**config.mk**
```make
export PLATFORM = sky130hd
export DESIGN_NAME = program_counter_stack
export DESIGN_NICKNAME = d
export VERILOG_FILES = /design/src/rtl/pc_pkg.sv /design/src/rtl/return_stack.sv /design/src/rtl/program_counter_stack.sv
export SDC_FILE = /design/constraint.sdc
export NUM_CORES = 1
export LEC_CHECK = 0
export CORE_MARGIN = 2
export CORE_UTILIZATION = 45
export CTS_CLUSTER_DIAMETER = 100
export DETAILED_ROUTE_END_ITERATION = 10
export PLACE_DENSITY = 0.64
export SYNTH_ARGS = -nofsm -noshare
export SYNTH_HDL_FRONTEND = slang
export SYNTH_HIERARCHICAL = 1
export SYNTH_SLANG_ARGS = --single-unit
```
**constraint.sdc**
```tcl
create_clock -name clock -period 4 [get_ports clock]
set_input_delay 0.8 -clock clock [delete_from_list [all_inputs] [get_ports clock]]
set_output_delay 0.8 -clock clock [all_outputs]
set_load 0.1 [all_outputs]
```
**src/rtl/pc_pkg.sv**
```systemverilog
// Shared opcode and condition-code constants for the fetch-stage program counter.
// Also holds the flag-condition evaluator.
package pc_pkg;

    localparam logic [2:0] PS_HOLD  = 3'd0;
    localparam logic [2:0] PS_INC   = 3'd1;
    localparam logic [2:0] PS_JUMP  = 3'd2;
    localparam logic [2:0] PS_BREL  = 3'd3;
    localparam logic [2:0] PS_BCOND = 3'd4;
    localparam logic [2:0] PS_CALL  = 3'd5;
    localparam logic [2:0] PS_RET   = 3'd6;
    localparam logic [2:0] PS_RSVD  = 3'd7;

    localparam logic [2:0] CC_EQ = 3'd0;
    localparam logic [2:0] CC_NE = 3'd1;
    localparam logic [2:0] CC_CS = 3'd2;
    localparam logic [2:0] CC_CC = 3'd3;
    localparam logic [2:0] CC_MI = 3'd4;
    localparam logic [2:0] CC_PL = 3'd5;
    localparam logic [2:0] CC_VS = 3'd6;
    localparam logic [2:0] CC_GE = 3'd7;

    // flags are packed {N,Z,C,V}
    function automatic logic cond_met(input logic [2:0] cc, input logic [3:0] flags);
        logic n, z, c, v;
        logic res;
        n   = flags[3];
        z   = flags[2];
        c   = flags[1];
        v   = flags[0];
        res = 1'b0;
        case (cc)
            CC_EQ:   res = z;
            CC_NE:   res = !z;
            CC_CS:   res = c;
            CC_CC:   res = !c;
            CC_MI:   res = n;
            CC_PL:   res = !n;
            CC_VS:   res = v;
            default: res = (n == v);
        endcase
        return res;
    endfunction

endpackage

```
**src/rtl/return_stack.sv**
```systemverilog
// LIFO of return addresses: register array indexed by an occupancy pointer.
// Push when full and pop when empty are ignored; the caller flags those cases.
module return_stack #(
    parameter int unsigned WIDTH = 32,
    parameter int unsigned DEPTH = 4,
    localparam int unsigned SPW  = $clog2(DEPTH + 1)
) (
    input  logic             clock,
    input  logic             reset,
    input  logic             push,
    input  logic             pop,
    input  logic [WIDTH-1:0] din,
    output logic [WIDTH-1:0] dout,
    output logic [SPW-1:0]   sp,
    output logic             full,
    output logic             empty
);

    localparam int unsigned AW = (DEPTH > 1) ? $clog2(DEPTH) : 1;

    logic [WIDTH-1:0] mem_q [DEPTH];
    logic [SPW-1:0]   sp_q;
    logic             do_push;
    logic             do_pop;

    assign full    = (sp_q == SPW'(DEPTH));
    assign empty   = (sp_q == '0);
    assign do_push = push && !full;
    assign do_pop  = pop && !empty;
    assign sp      = sp_q;
    assign dout    = empty ? '0 : mem_q[AW'(sp_q - SPW'(1))];

    always_ff @(posedge clock or negedge reset) begin
        if (!reset) begin
            sp_q <= '0;
        end else if (do_push) begin
            sp_q <= sp_q + SPW'(1);
        end else if (do_pop) begin
            sp_q <= sp_q - SPW'(1);
        end
    end

    // Contents need no reset: only entries below sp are ever read.
    always_ff @(posedge clock) begin
        if (reset && do_push) begin
            mem_q[AW'(sp_q)] <= din;
        end
    end

endmodule

```
**src/rtl/program_counter_stack.sv**
```systemverilog
// Fetch-stage program counter with step increment, relative/conditional branches
// and a hardware return-address stack for CALL/RET.
module program_counter_stack
    import pc_pkg::*;
#(
    parameter int unsigned     WIDTH     = 32,
    parameter int unsigned     STEP      = 1,
    parameter int unsigned     DEPTH     = 4,
    parameter logic [WIDTH-1:0] RESET_VEC = '0,
    localparam int unsigned    SPW       = $clog2(DEPTH + 1)
) (
    input  logic             clock,
    input  logic             reset,
    input  logic [2:0]       PS,
    input  logic [WIDTH-1:0] PC_IN,
    input  logic [2:0]       cond,
    input  logic [3:0]       status,
    input  logic             stall,
    output logic [WIDTH-1:0] PC_OUT,
    output logic             taken,
    output logic [SPW-1:0]   sp,
    output logic             overflow,
    output logic             underflow
);

    logic [WIDTH-1:0] pc_q, pc_d;
    logic             taken_q, taken_d;
    logic             ovf_q, ovf_d;
    logic             unf_q, unf_d;
    logic             push, pop;
    logic [WIDTH-1:0] pc_step;
    logic [WIDTH-1:0] pc_rel;
    logic [WIDTH-1:0] ret_addr;
    logic             full, empty;

    assign pc_step = pc_q + WIDTH'(STEP);
    assign pc_rel  = pc_q + PC_IN;

    return_stack #(
        .WIDTH (WIDTH),
        .DEPTH (DEPTH)
    ) u_stack (
        .clock (clock),
        .reset (reset),
        .push  (push),
        .pop   (pop),
        .din   (pc_step),
        .dout  (ret_addr),
        .sp    (sp),
        .full  (full),
        .empty (empty)
    );

    always_comb begin
        pc_d    = pc_q;
        taken_d = taken_q;
        ovf_d   = ovf_q;
        unf_d   = unf_q;
        push    = 1'b0;
        pop     = 1'b0;
        if (!stall) begin
            taken_d = 1'b0;
            case (PS)
                PS_INC: pc_d = pc_step;
                PS_JUMP: begin
                    pc_d    = PC_IN;
                    taken_d = 1'b1;
                end
                PS_BREL: begin
                    pc_d    = pc_rel;
                    taken_d = 1'b1;
                end
                PS_BCOND: begin
                    taken_d = cond_met(cond, status);
                    pc_d    = taken_d ? pc_rel : pc_step;
                end
                PS_CALL: begin
                    // The jump still happens when the push is dropped.
                    pc_d    = PC_IN;
                    taken_d = 1'b1;
                    push    = 1'b1;
                    if (full) ovf_d = 1'b1;
                end
                PS_RET: begin
                    if (empty) begin
                        unf_d = 1'b1;
                    end else begin
                        pc_d    = ret_addr;
                        taken_d = 1'b1;
                        pop     = 1'b1;
                    end
                end
                default: ;
            endcase
        end
    end

    always_ff @(posedge clock or negedge reset) begin
        if (!reset) begin
            pc_q    <= RESET_VEC;
            taken_q <= 1'b0;
            ovf_q   <= 1'b0;
            unf_q   <= 1'b0;
        end else begin
            pc_q    <= pc_d;
            taken_q <= taken_d;
            ovf_q   <= ovf_d;
            unf_q   <= unf_d;
        end
    end

    assign PC_OUT    = pc_q;
    assign taken     = taken_q;
    assign overflow  = ovf_q;
    assign underflow = unf_q;

endmodule

```
==> flow_summary.toml <==
[cts]
hold_buffers = 0
root_buffer = "clkbuf_16"
cts_tree = "done"
cts_setup_buffers = 0
cts.clk_slew.worst_paths_ns = 0.07
clk_path_buf_depth = 2
clk_latency_ns = 0.44
cts_made_buffers = 17
htreeDepth = 4
post_cts_resized = 0
cts_sinks = 166

[route]
wl_met2_mm = 11.8
first_iter_violations = 734
vias = 7151
routed_wirelength_mm = 25.1
viasPerCell = 5.99
drcViolationCount = 0
maxUsedRoutingLayer = "met4"
wirelength_met1_mm = 11.7
wl_per_cell_um = 21.1
ant_nets = 0
dr.pass1.iters = 5
wl_met3_mm = 1.37

[logic_synthesis]
synthTopCellsByArea = "edfxtp_1 (40%), dfrtp_1 (9.9%), mux4_2 (7.5%), ha_1 (5.0%), xnor2_1 (3.7%)"
synth_nets = 905
syn_avg_cell_area_sq_um = 11.7
synth_enable_flop_cells = 128
synthArstFlopShare_pct = 22.9
netlist_area_sq_um = 9590
synth_top_cell_area_share_pct = 40.1
synth_ff_type = "edfxtp_1"
syn_inst = 821
ys_types = 68
yosys_warnings = 6
ys_seq_area_share_pct = 50.0
synth_seq_cells = 166
yosys.area.top_type = "edfxtp_1"

[timing]
fin_skew_ns = 0.00939
rsz0062_at_grt = "false"
setup_viol = 0
max_freq_mhz = 297
finalHoldViolCount = 0
drv_slew = 0
min_period_over_period_pct = 84.0
tns_ns = 0
tightest_slew_ns = 1.01
min_period_ns = 3.36
slew_headroom_pct = 32.2

[place]
port_buffers = 82
placed_cell_area_sq_um = 10800
gp_congestion = 0.969
place_hpwl_mm = 17.5

[floorplan]
placementRows = 53
die_area_sq_um = 22500
chipWidth_um = 150
core_area_sq_um = 21000
fp.dieH_um = 150
boundaryPins = 83
start_util_pct = 45.8

[finish]
diodes = 0
drive_gt1_share_pct = 12.5
syn_to_final_growth_pct = 19.1
nNetsFinal = 989
layout_commonest_cell = "edfxtp_1"
fin_area_sq_um = 11400
mostFrequentLayoutCells = "edfxtp_1 (128), clkdlybuf4s50_1 (80), nand2_1 (72)"

[power_and_ir_drop]
combPwrFrac_pct = 53.1
vdd.ir_drop.worst_v = 0.000431
leakagePower_nw = 4.11
power_density_nw_per_um2 = 790
clkPwrFrac_pct = 18.3
seqPwrFrac_pct = 28.5
p_sw_mw = 4.25
power.internal_mw = 4.77
p_sw_share_pct = 47.1

[flow_run]
maxCapViolations = 0

[global_route]
grt_first_pass_wirelength_mm = 40.0
grt_pass1_vias = 6971
gr-usage-all-layers_pct = 23.4
antenna_found_initial = 0
grt_max_degree = 37
gr-total-overflow = 0

[critical_path]
critPathKind = "input pin to register"
arrival_ns = 3.68
critPathCaptureType = "register"
startpoint = "PC_IN[17]"
crit_fanout = 7
reg2reg_from = "PC_OUT[7]"
critPathLaunchType = "input pin"
worst_ep_required_time_ns = 4.32

[hold_path]
hp-class = "input pin to async pin"

[status]
outcome = "complete, no violations"
-- sequential cells by signal, indices dropped and copies added, names as in the netlist --
| register | cells |
|---|---|
| u_stack/mem_q | 128 |
| PC_OUT | 32 |
| u_stack/sp | 3 |
| overflow | 1 |
| taken | 1 |
| underflow | 1 |
-- routing by layer --
layer  global-route usage [%]  up-vias
met1                     34.4     3539
met2                     36.3      233
li1                         -     3353
met5                        0        -
met4                     6.18        0
met3                     3.75       26
-- Yosys cell counts, drive strengths merged, types with 5 or more instances --
cell type	n
edfxtp	128
nand2	72
nor2	53
a21oi	42
xnor2	41
dfrtp	38
ha	38
nor2b	36
clkbuf	32
mux4	32
o21ai	30
a222oi	22
nand3	20
a21o	18
inv	17
and3	16
nand4	16
xor2	15
a31oi	14
buf	12
nor3	12
o21a	9
o211ai	8
or3	8
o221ai	7
and2	6
nand2b	6
nor4	6
a211oi	5
a221o	5
a221oi	5
mux2i	5
o22ai	5
-- cell type report --
| class | instances | area, sq um |
|---|---|---|
| Clock buffer | 17 | 425 |
| Clock inverter | 15 | 180 |
| Fill cell | 1840 | 9530 |
| Inverter | 17 | 63.8 |
| Multi-Input combinational cell | 594 | 4560 |
| Sequential cell | 166 | 4800 |
| Tap cell | 275 | 344 |
| Timing Repair Buffer | 109 | 1050 |
-- worst max-delay path: stages --
cell and delay, ns:
clkdlybuf4s50_1 0.47, ha_1 0.42, a21oi_1 0.25, o21ai_0 0.20, a2111oi_0 0.58, a211oi_2 0.19, o21ai_1 0.31, xnor2_1 0.14
a221oi_1 0.25, nor2_1 0.07
-- power by group through the flow --
stage / logic, mW / registers [mW] / clock network (mW)
2_1_floorplan: 2.53 / 3.67 / 0
3_3_place_gp: 4.73 / 2.60 / 0
3_5_place_dp: 4.76 / 2.60 / 0
4_1_cts: 4.79 / 2.57 / 1.68
5_1_grt: 5.16 / 2.61 / 1.76
6_report: 4.79 / 2.57 / 1.66
-- metrics by stage --
step / instances / power (mW) / setup WS (ns) / utilization, % / hold WS, ns
2_1_floorplan: 821 / 6.21 / 0.493 / - / 0.504
3_3_place_gp: 1161 / 7.34 / 0.323 / 51.6 / 0.450
3_5_place_dp: 1161 / 7.36 / 0.285 / 51.6 / 0.455
4_1_cts: 1193 / 9.05 / 0.736 / 54.5 / 0.329
5_1_grt: 1193 / 9.53 / 0.375 / 54.5 / 0.358
6_report: 1193 / 9.02 / 0.638 / 54.5 / 0.321
-- final timing paths --
| check | slack, ns | depth (start not counted) | endpoint |
|---|---|---|---|
| min in group clock | 0.46 | 1 | underflow |
| hold reg to reg | 0.46 | 1 | underflow |
| max in group asynchronous | 2.94 | 2 | PC_OUT[10] |
| setup / recovery | 0.64 | 10 | PC_OUT[26] |
| hold / removal | 0.32 | 1 | overflow |
| setup reg to reg | 0.99 | 9 | PC_OUT[26] |
-- kinds of logic (layout without fill, tap and decap cells) --
family | Yosys count | count (layout) | share of synthesized area, %
compound gates | 198 | 198 | 15.0
xor+xnor | 56 | 56 | 5.11
fa+ha+maj | 39 | 39 | 5.17
buf+inv | 61 | 158 | 2.80
flops | 166 | 166 | 50.0
mux | 37 | 37 | 8.03
simple gates | 264 | 264 | 13.9
No activity file was read; power rests on OpenSTA's default activity.
